==> src/rtl/johnson_slot_arbiter.sv <==
// rtl/johnson_slot_arbiter.sv - Johnson-ring time-slot arbiter, round-robin grant per owned slot
// Optional JSA_SELF_CORRECT_EN: illegal ring codes are forced back to 0000 and flagged on err.
module johnson_slot_arbiter #(
  parameter  int N_REQ    = 4,
  parameter  int RING_W   = 4,
  parameter  int MAX_HOLD = 8,
  localparam int ID_W     = (N_REQ > 1) ? $clog2(N_REQ) : 1,
  localparam int SLOT_W   = $clog2(2*RING_W),
  localparam int HOLD_W   = $clog2(MAX_HOLD+1)
) (
  input  logic              clk,
  input  logic              clr,
  input  logic              en,
  input  logic [N_REQ-1:0]  req,
  input  logic              cfg_ld,
  input  logic [RING_W-1:0] cfg_din,
  output logic [N_REQ-1:0]  gnt,
  output logic [ID_W-1:0]   gnt_id,
  output logic              busy,
  output logic [SLOT_W-1:0] slot,
  output logic [RING_W-1:0] ring_q,
  output logic              err
);

  typedef enum logic [1:0] {IDLE, SCAN, GRANT} state_e;

  state_e            state_q, state_d;
  logic [RING_W-1:0] ring_d, ring_step;
  logic [N_REQ-1:0]  gnt_q, gnt_d;
  logic [ID_W-1:0]   gnt_id_q, gnt_id_d;
  logic [HOLD_W-1:0] hold_q, hold_d;
  logic [SLOT_W:0]   pop;
  logic [ID_W-1:0]   owner;
  logic              illegal;

  function automatic logic [SLOT_W:0] popcnt(input logic [RING_W-1:0] v);
    popcnt = '0;
    for (int i = 0; i < RING_W; i++) popcnt = popcnt + (SLOT_W+1)'(v[i]);
  endfunction

  assign ring_step = {ring_q[RING_W-2:0], ~ring_q[RING_W-1]};
  assign pop       = popcnt(ring_q);

  // Rising half of the period counts ones, falling half counts down from 2*RING_W.
  always_comb begin
    slot = '0;
    if (ring_q[0] || ring_q == '0) slot = SLOT_W'(pop);
    else                           slot = SLOT_W'((SLOT_W+1)'(2*RING_W) - pop);
  end

  assign owner  = ID_W'(int'(slot) % N_REQ);
  assign gnt    = gnt_q;
  assign gnt_id = gnt_id_q;
  assign busy   = (state_q != IDLE);

`ifdef JSA_SELF_CORRECT_EN
  logic err_q;

  // Legal Johnson codes have at most one transition between adjacent bits.
  assign illegal = popcnt({1'b0, ring_q[RING_W-2:0] ^ ring_q[RING_W-1:1]}) > (SLOT_W+1)'(1);
  assign err     = err_q;

  always_ff @(posedge clk or negedge clr) begin
    if (!clr) err_q <= 1'b0;
    else      err_q <= illegal;
  end
`else
  assign illegal = 1'b0;
  assign err     = 1'b0;
`endif

  always_comb begin
    state_d  = state_q;
    ring_d   = ring_q;
    gnt_d    = gnt_q;
    gnt_id_d = gnt_id_q;
    hold_d   = hold_q;
    unique case (state_q)
      IDLE: begin
        if (cfg_ld)            ring_d  = cfg_din;
        else if (en && |req)   state_d = SCAN;
      end
      SCAN: begin
        if (!en || req == '0) begin
          state_d = IDLE;
        end else if (req[owner] && !illegal) begin
          state_d  = GRANT;
          gnt_d    = N_REQ'(1) << owner;
          gnt_id_d = owner;
          hold_d   = HOLD_W'(1);
        end else begin
          ring_d = ring_step;
        end
      end
      GRANT: begin
        if (!req[gnt_id_q] || hold_q == HOLD_W'(MAX_HOLD)) begin
          gnt_d    = '0;
          gnt_id_d = '0;
          hold_d   = '0;
          ring_d   = ring_step;
          state_d  = (en && |req) ? SCAN : IDLE;
        end else begin
          hold_d = hold_q + HOLD_W'(1);
        end
      end
      default: state_d = IDLE;
    endcase
    // A fresh seed load takes precedence over repairing the previous code.
    if (illegal && state_q != GRANT && !(state_q == IDLE && cfg_ld)) ring_d = '0;
  end

  always_ff @(posedge clk or negedge clr) begin
    if (!clr) begin
      state_q  <= IDLE;
      ring_q   <= '0;
      gnt_q    <= '0;
      gnt_id_q <= '0;
      hold_q   <= '0;
    end else begin
      state_q  <= state_d;
      ring_q   <= ring_d;
      gnt_q    <= gnt_d;
      gnt_id_q <= gnt_id_d;
      hold_q   <= hold_d;
    end
  end

endmodule

==> config.mk <==
export PLATFORM = sky130hd
export DESIGN_NAME = johnson_slot_arbiter
export DESIGN_NICKNAME = d
export VERILOG_FILES = /design/src/rtl/johnson_slot_arbiter.sv
export SDC_FILE = /design/constraint.sdc
export NUM_CORES = 1
export LEC_CHECK = 0
export BUFFER_PORTS_ARGS = -buffer_cell sky130_fd_sc_hd__buf_2
export CORE_MARGIN = 10
export CORE_UTILIZATION = 47
export CTS_BUF_LIST = sky130_fd_sc_hd__clkbuf_4
export CTS_CLUSTER_DIAMETER = 150
export DETAILED_ROUTE_END_ITERATION = 8
export PLACE_DENSITY_LB_ADDON = 0.1
export RECOVER_POWER = 25
export SETUP_SLACK_MARGIN = 0.2
export SLEW_MARGIN = 20
export SYNTH_ARGS = -nofsm -noshare
export SYNTH_HDL_FRONTEND = slang
export SYNTH_SLANG_ARGS = --single-unit
==> constraint.sdc <==
create_clock -name clk -period 4.45 [get_ports clk]
set_input_delay 0.445 -clock clk [delete_from_list [all_inputs] [get_ports clk]]
set_output_delay 0.445 -clock clk [all_outputs]
set_load 0.01 [all_outputs]
Yosys cells after proc, flatten, opt, wreduce, memory -nomap -nowiden
Index checks and enable logic that the tools add are counted.
{"block": "op_classes", "reduce_logical": 17, "add_sub_neg": 5, "eq_ne": 11, "n_shift": 1, "n_lt_le_gt_ge": 2, "bitwise": 1, "mux": 29}
{"op": "2-to-1 mux 4 bit", "count": 10}
{"op": "2-to-1 mux 2 bit", "count": 8}
{"op": "one-hot mux 4 bit (2 select lines)", "count": 2}
{"op": "inequality test 2 bit, second input constant", "count": 7}
{"op": "one-hot mux 4 bit (3 select lines)", "count": 1}
{"op": "logical NOT 4 bit", "count": 2}
{"op": "AND reduction 4 bit", "count": 2}
{"op": "< comparator 2 x 3 -> 1 bit, second input constant", "count": 2}
{"op": "one-hot mux 2 bit (3 select lines)", "count": 1}
{"op": "AND reduction 5 bit", "count": 1}
{"op": "adder 4 x 1 -> 4 bit, second input constant", "count": 1}
{"op": "binary-select mux 1 bit (select 2 bit)", "count": 2}
{"op": "equality test 4 bit, second input constant", "count": 1}
{"op": "one-hot mux 2 bit (2 select lines)", "count": 1}
{"op": "nonzero test 2 bit", "count": 2}
{"op": "OR reduction 4 bit", "count": 1}
{"op": "<< shifter 1 x 2 -> 4 bit, first input constant", "count": 1}
{"op": "adder 2 x 1 -> 3 bit", "count": 1}
{"op": "adder 3 x 1 -> 3 bit", "count": 1}
{"op": "logical OR 1 bit", "count": 3}
{"op": "2-to-1 mux 1 bit", "count": 3}
{"op": "2-to-1 mux 3 bit", "count": 1}
{"op": "inequality test 3 bit, second input constant", "count": 1}
{"op": "AND reduction 3 bit", "count": 1}
{"op": "other kinds (9)", "count": 10}
{"block": "totals", "reg_bits": 16, "input_bits": 12, "output_inout_bits": 15, "word_cells": 71}

Longest topological paths before layout
Gate-level depths: netlist of the first run.
{"block": "logic_depth", "ltp_word": 10, "mapped_depth": 11, "depth_no_buf": 11}

Least setup slack after synthesis of the first run
Ideal clock, no wire load.
{"block": "synth_timing", "kind": "reg-to-reg", "from": "register ring_q[0]", "to": "register ring_q[2]", "stages_incl_launch_ff": 10, "path_slack_ps": 1148, "setup_ps": 125, "required_ps": 4325, "period_less_slack_ps": 3302, "n_path_buf": 0, "arrival_ps": 3176, "path_cell_list": "dfrtp_1 -> fa_1 -> ha_1 -> inv_1 -> ha_1 -> nand3b_1 -> a221oi_4 -> nor2_2 -> a2111oi_4 -> mux2_4"}
{"block": "synth_via", "elab_chain_cells": 9, "elab_cells_between_ends": 11, "classes_between": "add/sub: 4; eq/ne: 1; mux: 3; reduce/logical: 3"}
{"item": "start: declaration", "line_no": "21", "text": "output logic [RING_W-1:0] ring_q,"}
{"item": "start signal: assignment", "line_no": "121", "text": "ring_q <= ring_d;"}
{"item": "adder 1 x 1 -> 2 bit", "line_no": "38", "text": "for (int i = 0; i < RING_W; i++) popcnt = popcnt + (SLOT_W+1)'(v[i]);"}
{"item": "adder 2 x 1 -> 3 bit", "line_no": "38"}
{"item": "adder 3 x 1 -> 3 bit", "line_no": "38"}
{"item": "subtractor 1 x 3 -> 3 bit", "line_no": "48", "text": "else slot = SLOT_W'((SLOT_W+1)'(2*RING_W) - pop);"}
{"item": "2-to-1 mux 3 bit *", "line_no": "47", "text": "if (ring_q[0] || ring_q == '0) slot = SLOT_W'(pop);"}
{"item": "named net slot[0]", "line_no": "20", "text": "output logic [SLOT_W-1:0] slot,"}
{"item": "binary-select mux 1 bit (select 2 bit) *", "line_no": "86", "text": "end else if (req[owner] && !illegal) begin"}
{"item": "2-to-1 mux 1 bit (not written as such) *", "line_no": "86"}
{"item": "inequality test 2 bit (no line) *"}
{"item": "AND reduction 5 bit (no line) *"}
The timed path passes the listed nets; every way through them passes the cells marked *. The select of a mux whose other input is x is not followed.
A chain may end at the register's enable or synchronous reset.

Worst setup path after layout of the first run
{"block": "layout_timing", "from": "register ring_q[0]", "to": "register ring_q[2]"}
{"block": "layout_via", "elab_chain_cells": 9, "elab_cells_between_ends": 11, "classes_between": "add/sub: 4; eq/ne: 1; mux: 3; reduce/logical: 3"}
{"item": "adder 1 x 1 -> 2 bit", "line_no": "38"}
{"item": "adder 2 x 1 -> 3 bit", "line_no": "38"}
{"item": "adder 3 x 1 -> 3 bit", "line_no": "38"}
{"item": "subtractor 1 x 3 -> 3 bit", "line_no": "48"}
{"item": "2-to-1 mux 3 bit *", "line_no": "47"}
{"item": "binary-select mux 1 bit (select 2 bit) *", "line_no": "86"}
{"item": "2-to-1 mux 1 bit (not written as such) *", "line_no": "86"}
{"item": "inequality test 2 bit (no line) *"}
{"item": "AND reduction 5 bit (no line) *"}
Mark *: on every way between the ends. The rest lies on a longest branch, timed or not. The select of a mux whose other input is x is not followed.

==> results of run 1 <==
-- cell families after synthesis --
logic type               after synthesis  share of synthesized area [%]
XOR/XNOR                               1                         0.7316
AND/OR/NAND/NOR                       24                          11.39
multiplexers                          15                          14.21
other                                  1                         0.3132
buffers and inverters                 21                          6.897
flip-flops                            16                          33.44
adder cells (fa/ha/maj)               12                          13.17
AO/OA/AOI/OAI                         27                          19.85
-- cell usage after synthesis, types with 2 or more instances --
cell type,number
inv_1,19
dfrtp_1,16
ha_1,11
mux2i_1,11
nor2_1,5
nand2_1,4
o22ai_1,4
a21oi_1,3
nor3_1,3
o21ai_1,3
a32o_1,2
mux2_2,2
nand3b_1,2
nor2b_1,2
o21ai_2,2
o41ai_1,2
-- worst register-to-register path, stage by stage (launching register included) --
cell	delay [ns]
dfrtp_1	0.47
fa_1	0.51
ha_1	0.47
inv_1	0.13
ha_1	0.29
nand3b_1	0.15
a221oi_4	0.31
nor2_2	0.17
a2111oi_4	0.52
mux2_4	0.34
-- cell usage in the layout, fill, tap and decap left out, drive strengths merged, types with 2 or more instances in the layout --
master  Yosys  routed
clkbuf      1       4
nor2        6       6
nor2b       2       2
nand3b      2       2
inv        19      19
a21oi       3       3
a32o        2       2
o21ai       6       6
ha         11      11
o22ai       4       4
o41ai       2       2
buf         1      24
mux2i      11      11
nand2       4       4
nor3        3       3
dfrtp      16      16
mux2        3       3
nand3       2       2
-- metrics by stage --
stage / instances / hold slack [ns] / util (%) / setup slack [ns] / area (sq um)
2_1_floorplan: 117 / 0.1494 / - / 1.148 / 1197
3_3_place_gp: 170 / 0.3781 / 54.94 / 1.111 / 1349
3_5_place_dp: 170 / 0.3877 / 54.94 / 1.017 / 1349
4_1_cts: 174 / 0.05770 / 56.01 / 1.000 / 1375
5_1_grt: 174 / 0.3006 / 55.96 / 0.7752 / 1374
6_report: 174 / 0.2432 / 55.96 / 0.9982 / 1374
-- state kept, by name (all words and copies together) (netlist names) --
signal	count
gnt	4
hold_q	4
ring_q	4
gnt_id	2
state_q	2
-- layout make-up --
class | count | area share, %
Inverter | 19 | 5.191
Tap cell | 30 | 2.732
Clock inverter | 1 | 0.2732
Timing Repair Buffer | 25 | 9.016
Multi-Input combinational cell | 80 | 52.00
Clock buffer | 3 | 1.639
Sequential cell | 16 | 29.14
-- routing by layer --
metal  GRT usage (%)  vias up
met4           3.947        0
li1                -      475
met1           13.23      464
met2           17.17       33
met5               0        -
met3           3.814        5
-- worst max path at each step --
stage | from | end | slack [ns] | depth (start not counted)
after global placement | ring_q[0] | ring_q[2] | 1.11 | 9
final | ring_q[0] | ring_q[2] | 1.0 | 9
after global routing | ring_q[0] | ring_q[2] | 0.78 | 9
after CTS | ring_q[0] | ring_q[2] | 1.00 | 9
after floorplan | ring_q[0] | ring_q[2] | 1.15 | 9
after detailed placement | ring_q[0] | ring_q[2] | 1.02 | 9
==> results.md, run 1 <==
Floorplan:
- The die height is 70.48 um.
- During I/O placement, the number of pins put on the boundary was 27.
- After floorplanning, the core was sized to cover 0.002455 sq mm.
- The die span in x is 70.48 um.
- The overall die area is 0.004967 sq mm.
- The count of standard-cell rows is 18.
- The initial standard-cell utilization of the core is 48.78%.

Clock network:
- Buffers added to address setup during post-CTS repair amount to 0.
- The clock tree from TritonCTS is yes.
- The number of buffers on the longest clock path is 2.
- The cell chosen for the clock root is clkbuf_4.
- The number of clock buffers added by TritonCTS is 3.
- The clock net in this run drives a total of 16 sinks.
- In this run the number of H-tree levels came out at 1.
- At the later pin of the worst-skew pair, clock insertion delay measures 0.29 ns.
- After clock tree synthesis, the clock-pin slew on the worst setup and hold paths is 0.10 ns.
- In this run, post-CTS hold repair placed 0 buffers.
- The count of cells resized by post-cts repair is 0.

Placement:
- Summed over all nets, the half-perimeter wirelength after detailed placement is 2.241 mm.
- During placement, the flow inserted port buffers numbering 25.
- Routability-driven placement finished with a final weighted congestion of 0.8872.

STA:
- The final critical path time including I/O delays and setup is 3.452 ns.
- The number of hold violations in the final report is 0.
- The number of setup violations in the final report is 0.
- After routing, the total negative slack on setup checks comes to 0 ns.
- Setup repair after global routing left no endpoint under its margin.
- The transition time of the tightest slew-check pin is 0.9133 ns.
- After layout, the worst path uses 77.57% of the clock period.
- The number of pins with negative max-slew slack in the final report was 0.
- For the final database, setup skew stands at 0.004176 ns.
- Headroom to the max-slew limit came out at 39.11%.
- Static timing analysis puts the maximum clock frequency at 289.7 MHz.

Drt:
- The number of optimization iterations in the first detailed-route pass is 4.
- The final route contains 977 vias.
- For this block, the routed nets add up to 2.777 mm of wire.
- The DRC violation count after routing is 0.
- The detailed-route vias per instance is 5.615.
- The first routing iteration left 56 violations.
- The number of nets with antenna violations after detailed routing is 0.
- The highest metal layer carrying signal wires in the routed design is met4.
- Detailed routing placed a total of 1.249 mm of wire on met2.
- The met3 wire length is 195 um.
- The wire length per cell after detailed routing is 15.96 um.
- The wire length the detailed router placed on met1 is 1.289 mm.

Critical path:
- The dominant cell type by count on the critical path is ha_1.
- The number of buffer and inverter stages on the critical path is 1.
- The startpoint class of the critical path is a flop.
- The startpoint of the lowest-slack register-to-register path is ring_q[0].
- The element type at the critical path end is a flop.
- For the worst setup path, the data arrival time is 3.64 ns.
- The data required time at the worst endpoint is 4.64 ns.
- Walking the worst path, the cells encountered are fa_1 -> ha_1 -> inv_1 -> ha_1 -> nand3b_1 -> a221oi_4 -> nor2_2 -> a2111oi_4 -> mux2_4.
- The minimum setup slack among reg-to-reg paths is 1.0 ns.
- On the worst path, the slowest cell contributes a delay of 0.51 ns.
- The terminus of the critical flop-to-flop path is ring_q[2].
- The type of the worst setup path is flop to flop.
- The cell count of the worst reg-to-reg path is 9.
- Among cell families on the critical path, the largest total delay comes from adder cells.
- In this run the worst path has a maximum fanout of 7.
- The worst-path cell with the longest stage delay is a2111oi_4.

Yosys:
- The number of warnings reported in the yosys synthesis log is 0.
- The count of unique library cells instantiated by Yosys is 42.
- After synthesis, flip-flops and latches occupy 33.44% of the total area.
- After synthesis, the cell types taking the most area are dfrtp_1, ha_1, mux2i_1.
- Synthesis produced a netlist with a net count of 141.
- The share of async-settable or async-resettable flops after synthesis is 100.0%.
- The share of Yosys cell area claimed by the top area cell type is 33.44%.
- A synthesized cell averages 10.23 sq um.
- For this run, the leading register cell type out of synthesis is dfrtp_1.
- The number of flops mapped to enable cells by yosys is 0.
- Of all cell types, the one taking the most synthesized area is dfrtp_1.
- The synthesized netlist cell count is 117.
- The synthesized cell area is 0.001197 sq mm.
- Counting flops and latches in the post-synthesis netlist gives 16.

Finish:
- The number of diodes is 0.
- The synthesis-to-layout area growth is 14.73%.
- The multi-input gate area in the final layout is 714.4 sq um.
- The count of fill cells added during filler insertion is 235.
- In the final layout, the share of cells above drive strength 1 is 26.39%.
- The sequential cell area is 400.4 sq um.
- In the final design database the tool counted 169 nets.

Global route:
- The number of antenna violations at the first check in global routing came to 0.
- Summed over all layers, the global routing overflow is 0.
- The number of global-route vias before repair is 1,013.
- The combined global-route utilization of all metal layers is 10.89%.
- The first global-routing pass estimated 4.595 mm of wire.
- Entering global routing, the biggest net connects 17 pins.

Run status:
- The run finished with clean final reports.

Job:
- The tool flagged a number of max-cap violations equal to 0.

Worst hold path:
- The path class of the tightest hold or removal check is primary input to asynchronous set/reset pin.
Power of run 1 is left out: the tool's default activity adds up to more than one toggle a clock period on the data nets, which glitch-free logic cannot reach.
==> inputs of run 2 (changes only) <==
==> constraint.sdc (replaced) <==
create_clock -name clk -period 3.4 [get_ports clk]
set_input_delay 0.34 -clock clk [delete_from_list [all_inputs] [get_ports clk]]
set_output_delay 0.34 -clock clk [all_outputs]
set_load 0.01 [all_outputs]
==> results.md, run 2 (synthesis results as in run 1) <==
Run status:
- The flow ran to the end, and the final reports show no timing, DRC or antenna violations.

Critical path:
- The largest incremental delay on the critical path is 0.54 ns (+0.03 ns).
- STA classifies the critical path endpoint as a flop.
- The worst-path maximum fanout came to 4 (-3).
- The data required time at the worst endpoint was 3.63 ns (-1.01 ns).
- The arrival time at the worst endpoint was 3.48 ns (-0.16 ns).
- The slowest stage of the critical path belongs to the cell fa_1.
- The type of the worst setup path is flop to flop.
- The cell that appears most often on the critical path is ha_4.
- The worst setup path is launched from a flop.
- Traced cell by cell, the critical path runs through fa_1 -> ha_4 -> ha_4 -> inv_2 -> ha_4 -> nand3b_1 -> a221oi_4 -> nor2_4 -> a2111oi_4 -> buf_4 -> mux2i_1.

Clock network:
- The post-CTS clock slew at the launch and capture registers of the worst setup and hold paths came to 0.11 ns (about the same).
- The TritonCTS buffer count is 3 (unchanged).
- The cell chosen for the clock root is clkbuf_4.
- The number of H-tree levels was 1 (unchanged).
- The clock latency at the later pin of the worst-skew pair is 0.30 ns (about the same).
- The number of clock sinks seen by CTS came to 16 (unchanged).
- TritonCTS built the clock tree.
- The number of buffers on the longest clock path came to 2 (unchanged).

Floorplan:
- The number of top-level pins is 27 (unchanged).
- The die span in x is 70.48 um (unchanged).
- The die height is 70.48 um (unchanged).
- The overall die area is 0.004967 sq mm (unchanged).
- The count of standard-cell rows is 18 (unchanged).
- The initial standard-cell utilization of the core came to 48.78% (unchanged).
- The area of the core is 0.002455 sq mm (unchanged).

Finish:
- The fraction of the core area covered by cells at the end of the flow is 61.57% (+5.6 points).
- The share of cells above drive strength 1 came to 35.26% (+8.9 points).
- The most frequent standard cell in the layout excluding fill and tap cells is buf_2.
- The number of diodes came to 0 (unchanged).
- The synthesis-to-layout area growth is 26.23%.
- The final net count is 181 (+7.1%).
- The library cells used most frequently in the layout, excluding fill and tap cells, are buf_2, inv_1, dfrtp_1.

STA:
- The portion of the clock cycle consumed by the worst path in the final layout was 95.39% (+18 points).
- The worst slew slack as a fraction of its limit is 38.55% (-0.56 points).
- The number of setup violations in the final report was 0 (unchanged).
- The number of hold violations in the final report is 0 (unchanged).
- The setup TNS is 0 ns (unchanged).
- The clock skew after layout came to 0.005865 ns (+0.001689 ns).
- The transition time of the tightest slew-check pin was 0.9218 ns (+0.008471 ns).
- The number of pins with negative max-slew slack in the final report is 0 (unchanged).
- The final critical path time including I/O delays and setup is 3.243 ns (-0.2085 ns).
- Setup repair after global routing could not meet its margin everywhere.
- The maximum operating frequency is 308.3 MHz (+6.4%).
- The final worst hold slack is 0.3434 ns (+0.1002 ns).

Global route:
- The combined global-route utilization of all metal layers is 12.27% (+1.4 points).
- The number of global-route vias before repair was 1,042 (+2.9%).
- The largest net degree at the start of global routing came to 17 (unchanged).
- The first-pass GRT wire length came to 5.030 mm (+9.5%).
- The number of antenna violations at the first check in global routing came to 0 (unchanged).
- The total overflow reported by the global router is 0 (unchanged).

Drt:
- The wire length per cell after detailed routing came to 17.60 um (+10%).
- The detailed-route vias per instance is 5.538 (-1.4%).
- The DRC violation count after routing is 0 (unchanged).
- The number of optimization iterations in the first detailed-route pass is 4 (unchanged).
- The violation count after the first detailed-routing iteration came to 31 (-45%).
- The via count of the routed design is 1,030 (+5.4%).
- The number of nets with antenna violations after detailed routing is 0 (unchanged).
- The total detailed-routing wirelength came to 3.274 mm (+18%).

Placement:
- The global placer's final weighted congestion was 0.8831 (-0.46%).
- The placed wire-length estimate after detailed placement came to 2.367 mm (+5.6%).
- The number of buffer cells added on primary ports is 25 (unchanged).

Worst hold path:
- The path class of the tightest hold or removal check is primary input to flop.

Job:
- The number of violations of the max-capacitance limit is 0 (unchanged).
[run 2: changes by cell type in the layout (fill, tap and decap cells not counted), sizes merged]
cell and delta:
buf +11, dlygate4sd3 +1
[run 2: worst paths after layout]
path / from / endpoint / slack (ns) / depth (start not counted)
max in group asynchronous: clr / ring_q[0] / 2.11 / 2
worst min register to register: gnt[3] / gnt[3] / 0.50 / 1
worst max register to register: ring_q[3] / ring_q[1] / 0.16 / 11
worst min-delay path: req[1] / gnt[1] / 0.34 / 2
min in group asynchronous: clr / state_q[0] / 0.67 / 2
worst max-delay path: ring_q[3] / ring_q[1] / 0.16 / 11
[run 2: per-stage QoR]
| step | instance area (sq um) | setup slack (ns) | cells |
|---|---|---|---|
| final | 1511 | 0.1567 | 186 |
| after global routing | 1511 | 0.06667 | 186 |
| after CTS | 1419 | 0.2011 | 177 |
| after detailed placement | 1366 | 0.2116 | 172 |
| after global placement | 1366 | 0.3678 | 172 |
| after floorplan | 1200 | 0.2854 | 117 |
[run 2: critical path, delay by kind of cell, from the launching register on]
family,cells,cell delay [ns]
compound gates,2,0.78
fa+ha+maj,4,1.25
buf+inv,2,0.25
flops,1,0.45
mux,1,0.19
simple gates,2,0.25
[run 2: final cells by class]
class	count	area, sq um
Fill cell	214	943.4
Multi-Input combinational cell	80	757.0
Sequential cell	16	402.9
Timing Repair Buffer	37	216.5
Inverter	19	71.32
Tap cell	30	37.54
Clock buffer	3	22.52
Clock inverter	1	3.754
[run 2: metal layers]
layer / vias to the layer above / track usage (%) / wire length, um
li1: 498 / - / -
met1: 500 / 14.77 / 1437
met2: 27 / 19.26 / 1617
met3: 5 / 3.531 / 166
met4: 0 / 6.140 / 53
met5: - / 0 / 0
[run 2: what timing repair did]
action	CTS	global route
resized for setup	3	4
hold buffers	1	0
hold endpoints to repair	16	0
pin swaps	0	6
setup buffers	0	9
setup endpoints to repair	1	8
Power of run 2 is left out for the same reason.
